$ cat src/rtl/td4_sequencer.sv
// TD4 4-bit CPU control sequencer: HALT/FETCH/EXEC state machine, program
// counter, instruction register, carry flag and operand/load-enable decode.
module td4_sequencer #(
    parameter logic [3:0] RESET_PC = 4'h0
) (
    input  logic       clk,
    input  logic       n_reset,
    input  logic       run,
    input  logic       step,
    output logic       rom_req,
    input  logic       rom_ack,
    input  logic [7:0] rom_data,
    output logic [3:0] pc,
    output logic [3:0] imm,
    output logic [1:0] sel,
    input  logic       cout,
    output logic       n_en_a,
    output logic       n_en_b,
    output logic       n_en_out,
    output logic       carry,
    output logic       halted,
    output logic       illegal
);

    typedef enum logic [1:0] {
        S_HALT  = 2'd0,
        S_FETCH = 2'd1,
        S_EXEC  = 2'd2
    } state_t;

    typedef enum logic [1:0] {
        DST_A    = 2'd0,
        DST_B    = 2'd1,
        DST_OUT  = 2'd2,
        DST_NONE = 2'd3
    } dst_t;

    localparam logic [1:0] SEL_A    = 2'd0;
    localparam logic [1:0] SEL_B    = 2'd1;
    localparam logic [1:0] SEL_IN   = 2'd2;
    localparam logic [1:0] SEL_ZERO = 2'd3;

    state_t     state_q, state_d;
    logic [3:0] pc_q, pc_d;
    logic [7:0] ir_q, ir_d;
    logic       carry_q, carry_d;
    logic       ss_q, ss_d;

    logic [1:0] dec_sel;
    dst_t       dec_dst;
    logic       dec_valid;
    logic       dec_jmp;
    logic       dec_jnc;

    // Instruction decode from the held IR opcode.
    always_comb begin
        dec_sel   = SEL_ZERO;
        dec_dst   = DST_NONE;
        dec_valid = 1'b1;
        dec_jmp   = 1'b0;
        dec_jnc   = 1'b0;
        case (ir_q[7:4])
            4'b0000: begin dec_sel = SEL_A;    dec_dst = DST_A;   end
            4'b0101: begin dec_sel = SEL_B;    dec_dst = DST_B;   end
            4'b0011: begin dec_sel = SEL_ZERO; dec_dst = DST_A;   end
            4'b0111: begin dec_sel = SEL_ZERO; dec_dst = DST_B;   end
            4'b0001: begin dec_sel = SEL_B;    dec_dst = DST_A;   end
            4'b0100: begin dec_sel = SEL_A;    dec_dst = DST_B;   end
            4'b0010: begin dec_sel = SEL_IN;   dec_dst = DST_A;   end
            4'b0110: begin dec_sel = SEL_IN;   dec_dst = DST_B;   end
            4'b1001: begin dec_sel = SEL_B;    dec_dst = DST_OUT; end
            4'b1011: begin dec_sel = SEL_ZERO; dec_dst = DST_OUT; end
            4'b1111: begin dec_sel = SEL_ZERO; dec_jmp = 1'b1;    end
            4'b1110: begin dec_sel = SEL_ZERO; dec_jnc = 1'b1;    end
            default: dec_valid = 1'b0;
        endcase
    end

    always_ff @(posedge clk or negedge n_reset) begin
        if (!n_reset) begin
            state_q <= S_HALT;
            pc_q    <= RESET_PC;
            ir_q    <= 8'h00;
            carry_q <= 1'b0;
            ss_q    <= 1'b0;
        end else begin
            state_q <= state_d;
            pc_q    <= pc_d;
            ir_q    <= ir_d;
            carry_q <= carry_d;
            ss_q    <= ss_d;
        end
    end

    always_comb begin
        state_d = state_q;
        pc_d    = pc_q;
        ir_d    = ir_q;
        carry_d = carry_q;
        ss_d    = ss_q;
        case (state_q)
            S_HALT: begin
                if (run) begin
                    state_d = S_FETCH;
                end else if (step) begin
                    state_d = S_FETCH;
                    ss_d    = 1'b1;
                end
            end
            S_FETCH: begin
                if (rom_ack) begin
                    ir_d    = rom_data;
                    state_d = S_EXEC;
                end
            end
            S_EXEC: begin
                pc_d = pc_q + 4'd1;
                // JNC tests the carry as it stood before this instruction.
                if (dec_jmp || (dec_jnc && !carry_q)) begin
                    pc_d = ir_q[3:0];
                end
                if (dec_valid) begin
                    carry_d = cout;
                end
                state_d = (run && !ss_q) ? S_FETCH : S_HALT;
                ss_d    = 1'b0;
            end
            default: state_d = S_HALT;
        endcase
    end

    always_comb begin
        rom_req  = (state_q == S_FETCH);
        halted   = (state_q == S_HALT);
        imm      = ir_q[3:0];
        sel      = SEL_ZERO;
        n_en_a   = 1'b1;
        n_en_b   = 1'b1;
        n_en_out = 1'b1;
        illegal  = 1'b0;
        if (state_q == S_EXEC) begin
            sel      = dec_sel;
            n_en_a   = (dec_dst != DST_A);
            n_en_b   = (dec_dst != DST_B);
            n_en_out = (dec_dst != DST_OUT);
            illegal  = !dec_valid;
        end
    end

    assign pc    = pc_q;
    assign carry = carry_q;

endmodule

$ cat config.mk
export PLATFORM = sky130hd
export DESIGN_NAME = td4_sequencer
export DESIGN_NICKNAME = d
export VERILOG_FILES = /design/src/rtl/td4_sequencer.sv
export SDC_FILE = /design/constraint.sdc
export NUM_CORES = 1
export LEC_CHECK = 0
export ABC_AREA = 1
export CAP_MARGIN = 20
export CORE_MARGIN = 4
export CORE_UTILIZATION = 59
export CTS_CLUSTER_SIZE = 30
export DETAILED_ROUTE_END_ITERATION = 16
export DONT_BUFFER_PORTS = 1
export GPL_ROUTABILITY_DRIVEN = 0
export PLACE_DENSITY = 0.74
export SLEW_MARGIN = 10
export SYNTH_ARGS = -nofsm -noshare
export SYNTH_HDL_FRONTEND = slang
export SYNTH_SLANG_ARGS = --single-unit
$ cat constraint.sdc
create_clock -name clk -period 1.2 [get_ports clk]
set_input_delay 0.18 -clock clk [delete_from_list [all_inputs] [get_ports clk]]
set_output_delay 0.18 -clock clk [all_outputs]
set_load 0.02 [all_outputs]
==> impl_metrics.yaml, run 1 <==
run_status:
  status: "did not finish"
  lastStage: "5_1_grt"
  tool.error: "[ERROR DPL-0038] Utilization greater than 100%, impossible to legalize"
logic_synthesis:
  synth-edff-count: 0
  synthArstFlopShare_pct: 100
  synth_area_um2: 848
  synth.net_count: 127
  ys_ff_latch: 16
  synth_cell_type_count: 23
  syn_avg_cell_area_um2: 7.57
  synth_cells: 112
  synth_flop_cell: "dfrtp_1"
  ys_seq_area_share_pct: 47.2
  yosys_warnings: 0
clock_tree:
  cts-root-buf: "clkbuf_4"
  cts_sinks: 16
  htree_levels: 1
  cts_max_path_buffers: 2
  cts_buffers: 3
timing:
  worst_endpoint_kind: "primary output"
  worstEndpointGrtRepair: "sel[1]"
floorplan:
  pin_count: 31
  rows: 13
  dieWidth_um: 45.9
  start_util_pct: 63.6
  die_h_um: 45.9
place:
  portBuffers: 0
  hpwl_mm: 1.45
global_routing:
  grt_max_degree: 17
==> kinds of logic after synthesis <==
logic type,after synthesis,synth area share [%]
AOI/OAI and AO/OA,11,7.37
buffers and inverters,23,13.1
and+or+nand+nor,60,29.8
xor gates and xnor gates,1,1.03
adders and majority gates,1,1.47
DFF,16,47.2
==> Yosys cell counts (2+ instances only) <==
master	instances	share of area [%]
inv_2	5	2.2
o21ai_1	6	3.5
inv_1	10	4.4
buf_4	4	3.5
nand4_1	2	1.5
nand2_1	38	17
nand3_1	10	5.9
dfrtp_1	16	47
nor2_2	2	1.5
nor2_1	6	2.7
==> metrics by stage <==
| step | hold WS [ns] | cells | area [um2] | setup WS [ns] | setup TNS [ns] |
|---|---|---|---|---|---|
| 4_1_cts | 0.00138 | 147 | 1080 | -0.247 | -1.65 |
| 3_5_place_dp | -0.115 | 136 | 938 | 0.0352 | 0 |
| 2_1_floorplan | -0.116 | 112 | 853 | 0.0165 | 0 |
| 3_3_place_gp | -0.115 | 136 | 938 | 0.0650 | 0 |
==> repair_timing <==
action,CTS
hold endpoints to repair,17
hold buffers,2
pin swaps,3
setup endpoints to repair,8
buffers inserted,6
gates resized for setup,12
==> inputs of run 2 (changes only) <==
--- a/config.mk
+++ b/config.mk
@@ -7,13 +7,12 @@
 export LEC_CHECK = 0
 export ABC_AREA = 1
 export CAP_MARGIN = 20
-export CORE_MARGIN = 4
-export CORE_UTILIZATION = 59
-export CTS_CLUSTER_SIZE = 30
+export CORE_AREA = 4 4 65 67
 export DETAILED_ROUTE_END_ITERATION = 16
+export DIE_AREA = 0 0 69 71
 export DONT_BUFFER_PORTS = 1
 export GPL_ROUTABILITY_DRIVEN = 0
-export PLACE_DENSITY = 0.74
+export PLACE_DENSITY_LB_ADDON = 0.15
 export SLEW_MARGIN = 10
 export SYNTH_ARGS = -nofsm -noshare
 export SYNTH_HDL_FRONTEND = slang
==> impl_metrics.yaml, run 2 <==
run_status:
  status: "finished, violations left"
  violations: "setup timing"
clock_tree:
  cts_max_path_buffers: 2
  path_clk_slew_ns: 0.06
  htree_levels: 1
  clk_latency_ns: 0.25
  cts-root-buf: "clkbuf_8"
  cts_sinks: 16
  cts_buffers: 3
  cts_tree: "yes"
final_layout:
  top_register: "ir_q"
  nets: 156
  drive_gt1_share_pct: 41.4
  antenna_cells: 0
  most-common-layout-cells: "nand2_1 (33), buf_4 (19), dfrtp_1 (16)"
  largest_reg_flops: 8
  layout_commonest_cell: "nand2_1"
  fin_area_um2: 1270
  area_growth_pct: 49.4
logic_synthesis:
  synth_area_leader_cell: "dfrtp_1"
  syn_avg_cell_area_um2: 7.57
  synthSimpleGateAreaFrac_pct: 29.8
  synth_top_area_share_pct: 47.2
  synth_top_family_by_area: "simple AND/OR/NAND/NOR gates"
  synthTopCellsByCount: "nand2_1 (38), dfrtp_1 (16), inv_1 (10), nand3_1 (10)"
  synthAdderAreaFrac_pct: 1.47
  ys_top_cells_by_area: "dfrtp_1 (47%), nand2_1 (17%), nand3_1 (5.9%)"
  ys_ff_latch: 16
  synth.net_count: 127
  yosysMostFrequentCell: "nand2_1"
  synth_cell_type_count: 23
  synth.area.mux_share_pct: 0
  synth_flop_cell: "dfrtp_1"
  synth-compound-area-share_pct: 7.37
  yosys_warnings: 0
  synth_xor_area_share_pct: 1.03
  synth-edff-count: 0
  synth_area_um2: 848
  synth_cells: 112
  ys_seq_area_share_pct: 47.2
  synthArstFlopShare_pct: 100
timing:
  setup_ws_ns: -0.183
  period_share_pct: 115
  hold_ws_ns: 0.0258
  hold_viol: 0
  drv_slew: 0
  finClkSkew_ns: 0.00229
  worstMarginPinSlew_ns: 0.750
  slew_headroom_pct: 49.9
  rsz0062_at_grt: "yes"
  post-route-min-period_ns: 1.38
  timing.fmax_mhz: 723
  finalSetupViolations: 7
  fin_setup_tns_ns: -0.867
global_routing:
  met3_usage_pct: 3.13
  use_met2_pct: 15.0
  top_usage_layer: "met2"
  grt_pass1_vias: 848
  grt_overflow: 0
  antenna_found_initial: 0
  met1_usage_pct: 11.6
  grt_util_all_layers_pct: 9.43
  grt_max_degree: 17
  grt_pass1_wl_mm: 3.77
pwr:
  p_sw_mw: 1.52
  power.share.clock_pct: 13.6
  p_seq_share_pct: 31.0
  worst_ir_drop_vdd_mv: 0.815
  power.density_nw_per_um2: 2750
  leakage_nw: 0.617
  swShare_pct: 43.7
  share_comb_of_total_power_pct: 55.4
  intPower_mw: 1.96
floorplan:
  rows: 22
  pin_count: 31
  dieArea_um2: 4900
  start_util_pct: 23.3
  die_h_um: 71
  dieWidth_um: 69
  coreArea_um2: 3630
setup_path:
  worstPathArrival_ns: 1.20
  crit_required_ns: 1.02
  rrSetupSlack_ns: 0.02
  cp-start-kind: "flip-flop"
  worst-setup-path-type: "flip-flop to output pin"
  cp-end-kind: "output pin"
  critPathMaxFanout: 3
place:
  place_ws_ns: 0.0212
  placed_area_um2: 1030
  portBuffers: 0
  hpwl_mm: 1.67
routing:
  drt-pass1-iter-count: 4
  postRouteAntennaNets: 0
  detail_route.wl_per_cell_um: 12.6
  first_iter_violations: 16
  drc: 0
  finalWirelength_mm: 2.38
  vias_per_cell: 4.21
  vias: 792
flow_run:
  drv_cap: 0
hold_path:
  hold_class: "input pin to flip-flop"
## run 2: final cells by class
type	instances	area (um2)
clock buffer	4	55.1
tap	48	60.1
multi-input combinational	73	418
fill	399	2370
sequential	16	400
timing repair buffer	29	254
inverter	17	75.1
timing repair inverter	1	5.00
## run 2: cells by family after synthesis
kind of cell             Yosys count
adder cells (fa/ha/maj)            1
AO/OA/AOI/OAI                     11
flip-flops                        16
buffers and inverters             23
XOR/XNOR                           1
AND/OR/NAND/NOR                   60
## run 2: routing by layer
layer / wire, um / vias to the layer above / part of all wire, %
li1: - / 402 / -
met1: 1090 / 364 / 46
met2: 1140 / 24 / 48
met3: 113 / 2 / 4.8
met4: 30 / 0 / 1.3
met5: 0 / - / 0
## run 2: power groups by stage
| stage | clock (mW) | sequential (mW) | combinational [mW] |
|---|---|---|---|
| 2_1_floorplan | 0 | 1.08 | 0.946 |
| 3_3_place_gp | 0 | 1.07 | 1.47 |
| 3_5_place_dp | 0 | 1.08 | 1.46 |
| 4_1_cts | 0.491 | 1.08 | 1.76 |
| 5_1_grt | 0.524 | 1.12 | 2.13 |
| 6_report | 0.473 | 1.08 | 1.93 |
## run 2: path summary, 6_finish.rpt
path	startpoint	endpoint	cells past startpoint
setup / recovery	state_q[0]$_DFFE_PN0P_	sel[1]	3
hold / removal	rom_ack	state_q[0]$_DFFE_PN0P_	1
setup reg to reg	ir_q[4]$_DFFE_PN0P_	pc[3]$_DFFE_PN0P_	8
hold reg to reg	ss_q$_DFFE_PN0P_	ss_q$_DFFE_PN0P_	2
max in group asynchronous	n_reset	ir_q[0]$_DFFE_PN0P_	1
min in group asynchronous	n_reset	pc[2]$_DFFE_PN0P_	1
## run 2: metrics by stage
stage,total power [mW],utilization [%],instances
4_1_cts,3.32,33.1,186
5_1_grt,3.78,34.9,188
2_1_floorplan,2.03,-,112
6_report,3.48,34.9,188
3_5_place_dp,2.54,28.4,176
3_3_place_gp,2.54,28.4,176
## run 2: worst max-delay path: stages, from the launching register on
cell and delay, ns:
dfrtp_1 0.42, nor2_4 0.12, inv_2 0.05, or3_4 0.37
## run 2: repair_timing
action,4_1_cts,5_1_grt
pin swaps,6,4
hold buffers,1,0
endpoints found under the hold margin,16,0
buffers inserted,6,3
setup endpoints to repair,8,21
cloned,0,1
gates resized for setup,17,14
Power figures use the tool's default switching activity.
